==> src/rtl/uart_pkg.sv <==
// Definitions shared by the UART receiver and transmitter so that both ends of the link agree.
// This package holds the FSM state encoding, the frame width and the default bit period.
package uart_pkg;

    localparam int DATA_BITS        = 8;
    localparam int CLKS_PER_BIT_DEF = 16;

    typedef enum logic [2:0] {
        ST_IDLE      = 3'd0,
        ST_START     = 3'd1,
        ST_DATA      = 3'd2,
        ST_PARITY    = 3'd3,
        ST_STOP      = 3'd4,
        ST_WAIT_HIGH = 3'd5
    } rx_state_t;

endpackage

==> src/rtl/receiver_rx_sync.sv <==
// Two-flop synchronizer for the asynchronous serial input.
// Both flops reset to 1 (line idle) so that reset can never look like a start bit.
module rx_sync (
    input  logic clk,
    input  logic rst,
    input  logic i_d,
    output logic o_q
);

    logic r_meta;
    logic r_sync;

    always_ff @(posedge clk or negedge rst) begin
        if (!rst) begin
            r_meta <= 1'b1;
            r_sync <= 1'b1;
        end else begin
            r_meta <= i_d;
            r_sync <= r_meta;
        end
    end

    assign o_q = r_sync;

endmodule

==> src/rtl/receiver.sv <==
// Oversampling UART receiver (8N1) with a one-cycle valid or error strobe per frame.
// Define RX_PARITY_EN to expect one even-parity bit between the data bits and the stop bit.
module receiver
    import uart_pkg::*;
#(
    parameter int CLKS_PER_BIT = CLKS_PER_BIT_DEF
) (
    input  logic       clk,
    input  logic       rst,
    input  logic       rxd,
    output logic [7:0] rx_data,
    output logic       rx_valid,
    output logic       rx_busy,
    output logic       rx_err
);

    localparam int              CW      = $clog2(CLKS_PER_BIT);
    localparam logic [CW-1:0]   HALF_M1 = CW'((CLKS_PER_BIT >> 1) - 1);
    localparam logic [CW-1:0]   FULL_M1 = CW'(CLKS_PER_BIT - 1);
    localparam logic [CW-1:0]   CNT_ONE = CW'(1);
    localparam logic [2:0]      LAST_BIT = 3'(DATA_BITS - 1);

    logic                 w_rxd;
    logic                 w_par_bad;
    rx_state_t            r_state;
    logic [CW-1:0]        r_clk_cnt;
    logic [2:0]           r_bit_cnt;
    logic [DATA_BITS-1:0] r_shift;
    logic [7:0]           r_data;
    logic                 r_valid;
    logic                 r_busy;
    logic                 r_err;
    logic                 w_tick;

    rx_sync u_rx_sync (
        .clk (clk),
        .rst (rst),
        .i_d (rxd),
        .o_q (w_rxd)
    );

    // Every sampling point falls where the down-counter reaches zero.
    assign w_tick = (r_clk_cnt == '0);

`ifdef RX_PARITY_EN
    logic r_par_err;

    always_ff @(posedge clk or negedge rst) begin
        if (!rst) begin
            r_par_err <= 1'b0;
        end else if (r_state == ST_PARITY && w_tick) begin
            r_par_err <= w_rxd ^ (^r_shift);
        end
    end

    assign w_par_bad = r_par_err;
`else
    assign w_par_bad = 1'b0;
`endif

    always_ff @(posedge clk or negedge rst) begin
        if (!rst) begin
            r_state   <= ST_IDLE;
            r_clk_cnt <= '0;
            r_bit_cnt <= '0;
            r_shift   <= '0;
            r_data    <= 8'h00;
            r_valid   <= 1'b0;
            r_busy    <= 1'b0;
            r_err     <= 1'b0;
        end else begin
            r_valid <= 1'b0;
            r_err   <= 1'b0;
            if (!w_tick) begin
                r_clk_cnt <= r_clk_cnt - CNT_ONE;
            end
            case (r_state)
                ST_IDLE: begin
                    if (!w_rxd) begin
                        r_state   <= ST_START;
                        r_bit_cnt <= '0;
                        r_clk_cnt <= HALF_M1;
                        r_busy    <= 1'b1;
                    end
                end
                ST_START: begin
                    if (w_tick) begin
                        if (!w_rxd) begin
                            r_state   <= ST_DATA;
                            r_clk_cnt <= FULL_M1;
                        end else begin
                            // Line came back high before mid-bit: treat as a glitch.
                            r_state <= ST_IDLE;
                            r_busy  <= 1'b0;
                        end
                    end
                end
                ST_DATA: begin
                    if (w_tick) begin
                        r_shift   <= {w_rxd, r_shift[DATA_BITS-1:1]};
                        r_clk_cnt <= FULL_M1;
                        if (r_bit_cnt == LAST_BIT) begin
`ifdef RX_PARITY_EN
                            r_state <= ST_PARITY;
`else
                            r_state <= ST_STOP;
`endif
                        end else begin
                            r_bit_cnt <= r_bit_cnt + 3'd1;
                        end
                    end
                end
`ifdef RX_PARITY_EN
                ST_PARITY: begin
                    if (w_tick) begin
                        r_state   <= ST_STOP;
                        r_clk_cnt <= FULL_M1;
                    end
                end
`endif
                ST_STOP: begin
                    if (w_tick) begin
                        if (w_rxd) begin
                            r_state <= ST_IDLE;
                            r_busy  <= 1'b0;
                            if (w_par_bad) begin
                                r_err <= 1'b1;
                            end else begin
                                r_data  <= r_shift;
                                r_valid <= 1'b1;
                            end
                        end else begin
                            r_err   <= 1'b1;
                            r_state <= ST_WAIT_HIGH;
                        end
                    end
                end
                ST_WAIT_HIGH: begin
                    // A held-low line (break) must not be mistaken for a new start bit.
                    if (w_rxd) begin
                        r_state <= ST_IDLE;
                        r_busy  <= 1'b0;
                    end
                end
                default: begin
                    r_state <= ST_IDLE;
                    r_busy  <= 1'b0;
                end
            endcase
        end
    end

    assign rx_data  = r_data;
    assign rx_valid = r_valid;
    assign rx_busy  = r_busy;
    assign rx_err   = r_err;

endmodule

==> config.mk <==
export PLATFORM = sky130hd
export DESIGN_NAME = receiver
export DESIGN_NICKNAME = d
export VERILOG_FILES = /design/src/rtl/uart_pkg.sv /design/src/rtl/receiver_rx_sync.sv /design/src/rtl/receiver.sv
export SDC_FILE = /design/constraint.sdc
export NUM_CORES = 1
export LEC_CHECK = 0
export BUFFER_PORTS_ARGS = -buffer_cell sky130_fd_sc_hd__buf_4
export CAP_MARGIN = 25
export CORE_ASPECT_RATIO = 1.75
export CORE_MARGIN = 4
export CORE_UTILIZATION = 57
export DETAILED_ROUTE_END_ITERATION = 7
export GPL_TIMING_DRIVEN = 0
export PLACE_DENSITY = 0.77
export SLEW_MARGIN = 20
export SYNTH_ARGS = -nofsm -noshare
export SYNTH_HDL_FRONTEND = slang
export SYNTH_SLANG_ARGS = --single-unit
==> constraint.sdc <==
create_clock -name clk -period 1.94 [get_ports clk]
set_clock_uncertainty 0.05 [all_clocks]
set_input_delay 0.097 -clock clk [delete_from_list [all_inputs] [get_ports clk]]
set_output_delay 0.097 -clock clk [all_outputs]
set_load 0.02 [all_outputs]
# ---- Word level (Yosys, flattened, before mapping)
# Cells that the tools add are included.
# Widths: inputs -> output; s select.
dict set report op_classes {
  n_addsub 2
  n_eq_ne 13
  muxes 29
  bitwise 1
  reduce_logical 9
}
# op n
set op_table {}
lappend op_table {{$mux 3} 10}
lappend op_table {{$mux 4} 5}
lappend op_table {{$pmux 3 s5} 1}
lappend op_table {{$ne 2x2->1 const B} 6}
lappend op_table {{$pmux 4 s3} 1}
lappend op_table {{$eq 3x3->1 const B} 3}
lappend op_table {{$mux 1} 9}
lappend op_table {{$pmux 3 s2} 1}
lappend op_table {{$reduce_and 3->1} 2}
lappend op_table {{$reduce_and 6->1} 1}
lappend op_table {{$logic_not 4->1} 1}
lappend op_table {{$ne 2x1->1 const B} 2}
lappend op_table {{$pmux 1 s4} 1}
lappend op_table {{$reduce_and 4->1} 1}
lappend op_table {{$sub 4x1->4 const B} 1}
lappend op_table {{$add 3x1->3 const B} 1}
lappend op_table {{$eq 3x1->1 const B} 1}
lappend op_table {{$eq 3x2->1 const B} 1}
lappend op_table {{$logic_not 3->1} 1}
lappend op_table {{$mux 2} 1}
lappend op_table {{$reduce_and 2->1} 1}
lappend op_table {{$reduce_bool 2->1} 1}
lappend op_table {{$reduce_or 2->1} 1}
lappend op_table {{$not 1->1} 1}
dict set report totals {
  ff_bits 31
  input_bits 3
  output_inout_bits 11
  elab_cells 64
}

# ---- Logic depth before layout (Yosys ltp)
# Gate-level depths: netlist of the first run.
dict set report logic_depth {
  ltp_word 5
  depth_mapped 7
  ltp_nobuf 7
}

# ---- Hierarchy
# Synthesis of the first run repeated with hierarchy kept, for this count alone.
dict set report hier_totals {
  hier_cells 118
  area_unflattened_um2 1440.1
}
# mod n_inst cells_each area_per_inst_um2
set modules_own_cells {}
lappend modules_own_cells {receiver 1 116 1387.6}
lappend modules_own_cells {rx_sync 1 2 52.6}

# ---- Worst setup path after synthesis of the first run
# No wires, ideal clock.
dict set report synth_path {
  path_type {register to register}
  from {register r_clk_cnt[0]}
  to {register r_clk_cnt[0]}
  setup_ns 0.144
  arrival_time_ns 1.499
  required_ns 1.746
  path_slack_ns 0.247
  stages_incl_launch_ff 8
  cell_sequence {dfrtp_1 > inv_1 > ha_1 > nor3b_4 > inv_1 > ha_1 > o311ai_0 > o2111ai_1}
}
dict set report synth_via {
  elab_chain_len 5
  elab_cells_between_ends 8
  classes_between {1 x add/sub; 6 x mux; 1 x reduce/logical}
}
# element line
set synth_lines {}
lappend synth_lines {{start: declaration} receiver.sv:26} ;# logic [CW-1:0] r_clk_cnt;
lappend synth_lines {{start signal: assignment} receiver.sv:75} ;# r_clk_cnt <= r_clk_cnt - CNT_ONE;
lappend synth_lines {{$sub 4x1->4 or $logic_not 4->1 (tied branches)} {receiver.sv:75, receiver.sv:43}}
lappend synth_lines {{$mux 4} receiver.sv:74} ;# if (!w_tick) begin
lappend synth_lines {{$mux 4} receiver.sv:88} ;# if (!w_rxd) begin
lappend synth_lines {{$mux 4} receiver.sv:87} ;# if (w_tick) begin
lappend synth_lines {{$pmux 4 s3 (*)} receiver.sv:77} ;# case (r_state)
# Mark *: on every way between the ends. The rest lies on a longest branch, timed or not.
# A chain may end at the register's enable or synchronous reset.

# ---- Worst setup path after layout of the first run
dict set report layout_path {
  from {register r_clk_cnt[0]}
  to {register r_data[1] (netlist: rx_data[1])}
}
dict set report layout_via {
  elab_chain_len 2
}
# element line
set layout_lines {}
lappend layout_lines {{$logic_not 4->1} receiver.sv:43} ;# assign w_tick = (r_clk_cnt == '0);
lappend layout_lines {{$reduce_and 3->1 (no line)} n/a}
lappend layout_lines {{end signal: assignment} receiver.sv:129} ;# r_data <= r_shift;
lappend layout_lines {{end: declaration} receiver.sv:29} ;# logic [7:0] r_data;
# Every way passes these cells.

==> reports/qor.yml, run 1 <==
outcome:
  outcome: "finished clean"
placement:
  gp_congestion: 0.850
  port_buffers: 13
  placed_cell_area_sq_mm: 0.00156
  dpl.hpwl_um: 1790
  dp_cells: 149
clock_network:
  clk_pin_slew_ps: 60
  cts_root_buf: "clkbuf_8"
  htree_num_levels: 2
  postCtsSetupBuffers: 0
  clock-sinks: 31
  cts_tree: "yes"
  numCtsBuffers: 5
  clk_path_buf_depth: 2
  clk_latency_ps: 280
yosys:
  syn_inst: 111
  ys_warn_count: 0
  synth_cell_types: 35
  ys_seq_area_frac: 0.545
  yosysTopAreaCellShare: 0.508
  syn-cell-area_sq_mm: 0.00143
  ys_top_cells_by_area: "dfrtp_1, mux2_2, dfstp_2"
  synth_area_leader_cell: "dfrtp_1"
  ys_ff_latch: 31
  syn-num-nets: 118
  avgSynthCellArea_sq_um: 12.9
cells_and_area:
  layout-drive-gt1-share: 0.366
  fin_util: 0.716
  diodes: 0
  final_area_sq_mm: 0.00167
  n_fill_cell: 148
  final_common_cell: "dfrtp_1"
  fin_nets: 140
  fin_cells: 159
  final_cell_mix: "dfrtp_1, mux2_2, buf_4"
  area_growth_pct: 16.8
worst_setup_path:
  cp_num_buf_inv: 1
  critPathKind: "reg2reg"
  required_ps: 2050
  cp-end-kind: "flip-flop"
  crit_family: "simple AND/OR/NAND/NOR gates"
  slowest_stage: "dfrtp_1"
  critPathMaxFanout: 9
  arrival_ps: 1950
  path_cells: "inv_1 -> ha_1 -> nor3b_4 -> nand4_2 -> mux2_2"
  crit_path_start_kind: "flip-flop"
  slowest_delay_ps: 420
drt:
  vias_per_cell: 5.77
  drt-total-wl_um: 2460
  drt_first_pass_iters: 4
  antenna_left: 0
  drcViolationCount: 0
  drt_iter0_markers: 30
  num_vias: 917
  wl_per_cell_um: 15.5
timing:
  slew_headroom: 0.746
  worst_pin_slew_ps: 381
  tns_ps: 0
  fmax_mhz: 546
  hold_viol_final: 0
  rsz0062_at_grt: "false"
  drv_slew: 0
  finalWorstPathRequiredPeriod_ps: 1830
  setup_viol: 0
  finalCritPeriodShare: 0.944
power:
  p_leak_nw: 0.845
  ir_drop_mv: 0.773
  powerDensity_mw_per_mm2: 1030
  total_power_w: 0.00171
floorplanning:
  dieArea_sq_mm: 0.00340
  start_util: 0.613
  core-area_sq_mm: 0.00233
  die_h_um: 74.2
  die_w_um: 45.8
  top_level_ports: 14
  num_rows: 23
global_route:
  overflow: 0
  grt_max_degree: 32
  grt_pass1_wl_um: 4310
  grt_pass1_vias: 1008
  antenna_found_initial: 0
  gr-usage-all-layers: 0.178
min_path:
  hold_class: "in2async"
job:
  maxCapViolCount: 0
metrics by stage:
step                      setup slack (ps)  hold slack, ps
after floorplan                        247            -249
final                                  108             233
after global placement                72.5           -10.5
after CTS                             28.8             240
after detailed placement              40.4           -5.68
after global routing                  7.16             263
worst reg2reg max path: cells and delay by family, from the launching register on:
family	cells	cell delay, ps
buf+inv	1	70
simple gates	2	610
flops	1	420
fa+ha+maj	1	190
mux	1	370
registers in the layout, indices dropped and copies added, names as in the netlist:
register / count
r_bit_cnt: 3
r_clk_cnt: 4
r_shift: 8
r_state: 3
rx_busy: 1
rx_data: 8
rx_err: 1
rx_valid: 1
u_rx_sync.o_q: 1
u_rx_sync.r_meta: 1
layer usage:
layer | vias up | GRT usage | part of all wire
li1 | 438 | - | -
met1 | 448 | 0.178 | 0.37
met2 | 24 | 0.305 | 0.56
met3 | 7 | 0.0436 | 0.036
met4 | 0 | 0.123 | 0.031
met5 | - | 0 | 0
worst paths after layout:
kind / start / end / slack, ps / depth (start not counted)
worst min-delay path: rst / rx_data[0]$_DFFE_PN0P_ / 230 / 2
worst max register to register: r_clk_cnt[0]$_DFF_PN0_ / rx_data[1]$_DFFE_PN0P_ / 110 / 5
worst min register to register: u_rx_sync.r_meta$_DFF_PN1_ / u_rx_sync.o_q$_DFF_PN1_ / 310 / 0
max in group asynchronous: rst / u_rx_sync.r_meta$_DFF_PN1_ / 1290 / 2
worst max-delay path: r_clk_cnt[0]$_DFF_PN0_ / rx_data[1]$_DFFE_PN0P_ / 110 / 5
min in group clk: u_rx_sync.r_meta$_DFF_PN1_ / u_rx_sync.o_q$_DFF_PN1_ / 310 / 0
report_power, final:
part / switching [W] / total [W] / internal, W
registers: 0.0000751 / 0.000796 / 0.000721
logic: 0.000221 / 0.000412 / 0.000191
clock network: 0.000220 / 0.000505 / 0.000285
total: 0.000515 / 0.00171 / 0.00120
what timing repair did:
action | CTS | global route
hold buffers | 2 | 0
endpoints found under the hold margin | 32 | 0
gates resized for setup | 0 | 1
endpoints found under the setup margin | 0 | 1
cell type report:
class                      count  area (sq um)  area share
timing repair buffer          15           118      0.0705
clock buffer                   7          86.3      0.0517
clock inverter                 1          5.00     0.00300
sequential                    31           778       0.466
buffer                         4          32.5      0.0195
multi-input combinational     65           577       0.346
tap                           25          31.3      0.0187
inverter                      11          41.3      0.0247
cell usage after synthesis:
cell type	number
dfrtp_1	29
mux2_2	17
inv_1	11
a21oi_1	4
ha_1	4
mux2i_1	4
nand2_1	4
nor2_1	3
o21ai_0	3
buf_2	2
buf_6	2
dfstp_2	2
nand3_1	2
o2111ai_1	2
or4_1	2
a211o_1	1
a211oi_1	1
a21boi_1	1
a21o_1	1
a31oi_1	1
and2b_1	1
and3_1	1
nand2b_1	1
nand3_4	1
nand4_2	1
nor3_1	1
nor3_4	1
nor3b_4	1
o2111a_1	1
o211ai_1	1
o221ai_1	1
o311ai_0	1
o31ai_1	1
o32ai_1	1
or3b_4	1
cell families (layout without fill, tap and decap cells):
kind of cell             Yosys count  after routing  synth area share
multiplexers                      21             21             0.162
AND/OR/NAND/NOR                   20             20             0.107
AO/OA/AOI/OAI                     20             20            0.0998
buffers and inverters             15             38            0.0517
flip-flops                        31             31             0.545
adder cells (fa/ha/maj)            4              4            0.0350
No activity file was read; power rests on OpenSTA's default activity.
==> run 2: changes to the inputs <==
--- a/config.mk
+++ b/config.mk
@@ -13,6 +13,7 @@
 export DETAILED_ROUTE_END_ITERATION = 7
 export GPL_TIMING_DRIVEN = 0
 export PLACE_DENSITY = 0.77
+export RECOVER_POWER = 50
 export SLEW_MARGIN = 20
 export SYNTH_ARGS = -nofsm -noshare
 export SYNTH_HDL_FRONTEND = slang
==> run 2 against run 1 <==
  * Die area unchanged
  * Clock-buffer cell count is the same
  * Design area decreased by 0.38%
  * Via count up 0.22%
  * Highest routed layer unchanged
==> reports/qor.yml, run 2 (synthesis gave the netlist of run 1 again) <==
cells_and_area:
  multi_input_area_sq_um: 577
  layout-drive-gt1-share: 0.358
  fin_cells: 159
  area_growth_pct: 16.4
  diodes: 0
  fin_nets: 140
  seqCellArea_sq_um: 778
  final_area_sq_mm: 0.00166
  n_fill_cell: 151
  final_common_cell: "dfrtp_1"
  final_cell_mix: "dfrtp_1, mux2_2, inv_1, buf_4, clkbuf_8"
power:
  total_power_w: 0.00171
  powerDensity_mw_per_mm2: 1030
  ir_drop_mv: 0.772
  p_leak_nw: 0.839
global_route:
  overflow: 0
  antenna_found_initial: 0
  grt_pass1_wl_um: 4310
  gr-usage-all-layers: 0.178
  grt_max_degree: 32
  grt_pass1_vias: 1008
worst_setup_path:
  crit_path_start_kind: "flip-flop"
  cp_num_buf_inv: 1
  arrival_ps: 1950
  critPathMaxFanout: 9
  r2r_setup_slack_ps: 100
  cp-end-kind: "flip-flop"
  path_cells: "inv_1 -> ha_1 -> nor3b_4 -> nand4_2 -> mux2_2"
  slowest_stage: "dfrtp_1"
  crit_family: "simple AND/OR/NAND/NOR gates"
  r2r_cells: 5
  critPathKind: "reg2reg"
  slowest_delay_ps: 420
  required_ps: 2050
  rr_startpoint: "r_clk_cnt[0]$_DFF_PN0_"
  r2r-end: "rx_data[1]$_DFFE_PN0P_"
job:
  maxCapViolCount: 0
floorplanning:
  die_h_um: 74.2
  top_level_ports: 14
  dieArea_sq_mm: 0.00340
  die_w_um: 45.8
  num_rows: 23
  start_util: 0.613
  core-area_sq_mm: 0.00233
clock_network:
  clk_path_buf_depth: 2
  htree_num_levels: 2
  numCtsBuffers: 5
  clk_pin_slew_ps: 60
  postCtsSetupBuffers: 0
  clock-sinks: 31
  cts_tree: "yes"
  clk_latency_ps: 280
  cts_root_buf: "clkbuf_8"
drt:
  antenna_left: 0
  dr_wl_met2_um: 1390
  maxUsedRoutingLayer: "met4"
  drt-total-wl_um: 2470
  drt_first_pass_iters: 4
  met1_length_um: 929
  vias_per_cell: 5.78
  wl_per_cell_um: 15.5
  num_vias: 919
  wl_met3_um: 75
  drcViolationCount: 0
  drt_iter0_markers: 25
placement:
  dp_cells: 149
  gp_congestion: 0.850
  port_buffers: 13
  placed_cell_area_sq_mm: 0.00156
  dpl.hpwl_um: 1790
timing:
  fmax_mhz: 545
  slew_headroom: 0.507
  hold_viol_final: 0
  finalWorstPathRequiredPeriod_ps: 1840
  setup_viol: 0
  worst_pin_slew_ps: 739
  drv_slew: 0
  finalCritPeriodShare: 0.946
  rsz0062_at_grt: "false"
  tns_ps: 0
  fin_hold_ws_ps: 308
min_path:
  min_path_cells: 0
  hold_class: "reg2reg"
  min_to: "u_rx_sync.o_q$_DFF_PN1_"
  min_from: "u_rx_sync.r_meta$_DFF_PN1_"
outcome:
  outcome: "finished clean"
-- run 2: cell types whose count changed in the layout (fill, tap and decap cells not counted), sizes merged --
| cell | before | now |
|---|---|---|
| buf | 17 | 14 |
| clkbuf | 7 | 10 |
-- run 2: worst register-to-register path, stage by stage, from the launching register on --
cell     delay [ps]
dfrtp_1         420
inv_1            70
ha_1            190
nor3b_4         290
nand4_2         330
mux2_2          380
-- run 2: through the flow --
step                setup slack (ps)   util
floorplan                        247      -
global placement                72.5  0.668
detailed placement              40.4  0.668
CTS                             28.8  0.716
global route                    7.16  0.713
finish                           105  0.713
-- run 2: what timing repair did --
action	in CTS	in global routing
gates resized for setup	0	1
endpoints found under the setup margin	0	1
endpoints found under the hold margin	32	0
hold buffers	2	0
-- run 2: worst max path at each step --
stage                                 startpoint                      to  slack, ps  depth (start not counted)
after floorplan           r_clk_cnt[0]$_DFF_PN0_  r_clk_cnt[0]$_DFF_PN0_        250                          7
after global placement    r_clk_cnt[0]$_DFF_PN0_  r_clk_cnt[0]$_DFF_PN0_         70                          7
after detailed placement  r_clk_cnt[0]$_DFF_PN0_  r_clk_cnt[0]$_DFF_PN0_         40                          7
after CTS                 r_clk_cnt[0]$_DFF_PN0_  r_clk_cnt[0]$_DFF_PN0_         30                          7
after global routing      r_clk_cnt[0]$_DFF_PN0_  r_clk_cnt[0]$_DFF_PN0_          7                          7
final                     r_clk_cnt[0]$_DFF_PN0_  rx_data[1]$_DFFE_PN0P_        100                          5
-- run 2: power by group --
group          switching [W]  internal, W  leakage (nW)
Combinational       0.000221     0.000190         0.383
Sequential         0.0000750     0.000721         0.408
Clock               0.000220     0.000285        0.0482
Total               0.000517      0.00120         0.839
-- run 2: layout make-up --
type,count,share of cell area
Inverter,11,0.0248
Timing Repair Buffer,15,0.0670
Clock buffer,7,0.0519
Clock inverter,1,0.00301
Sequential cell,31,0.468
Tap cell,25,0.0188
Buffer,4,0.0196
Multi-Input combinational cell,65,0.347
-- run 2: metal layers --
metal | global-route usage | vias up
li1 | - | 439
met1 | 0.178 | 455
met2 | 0.305 | 18
met3 | 0.0436 | 7
met4 | 0.123 | 0
met5 | 0 | -
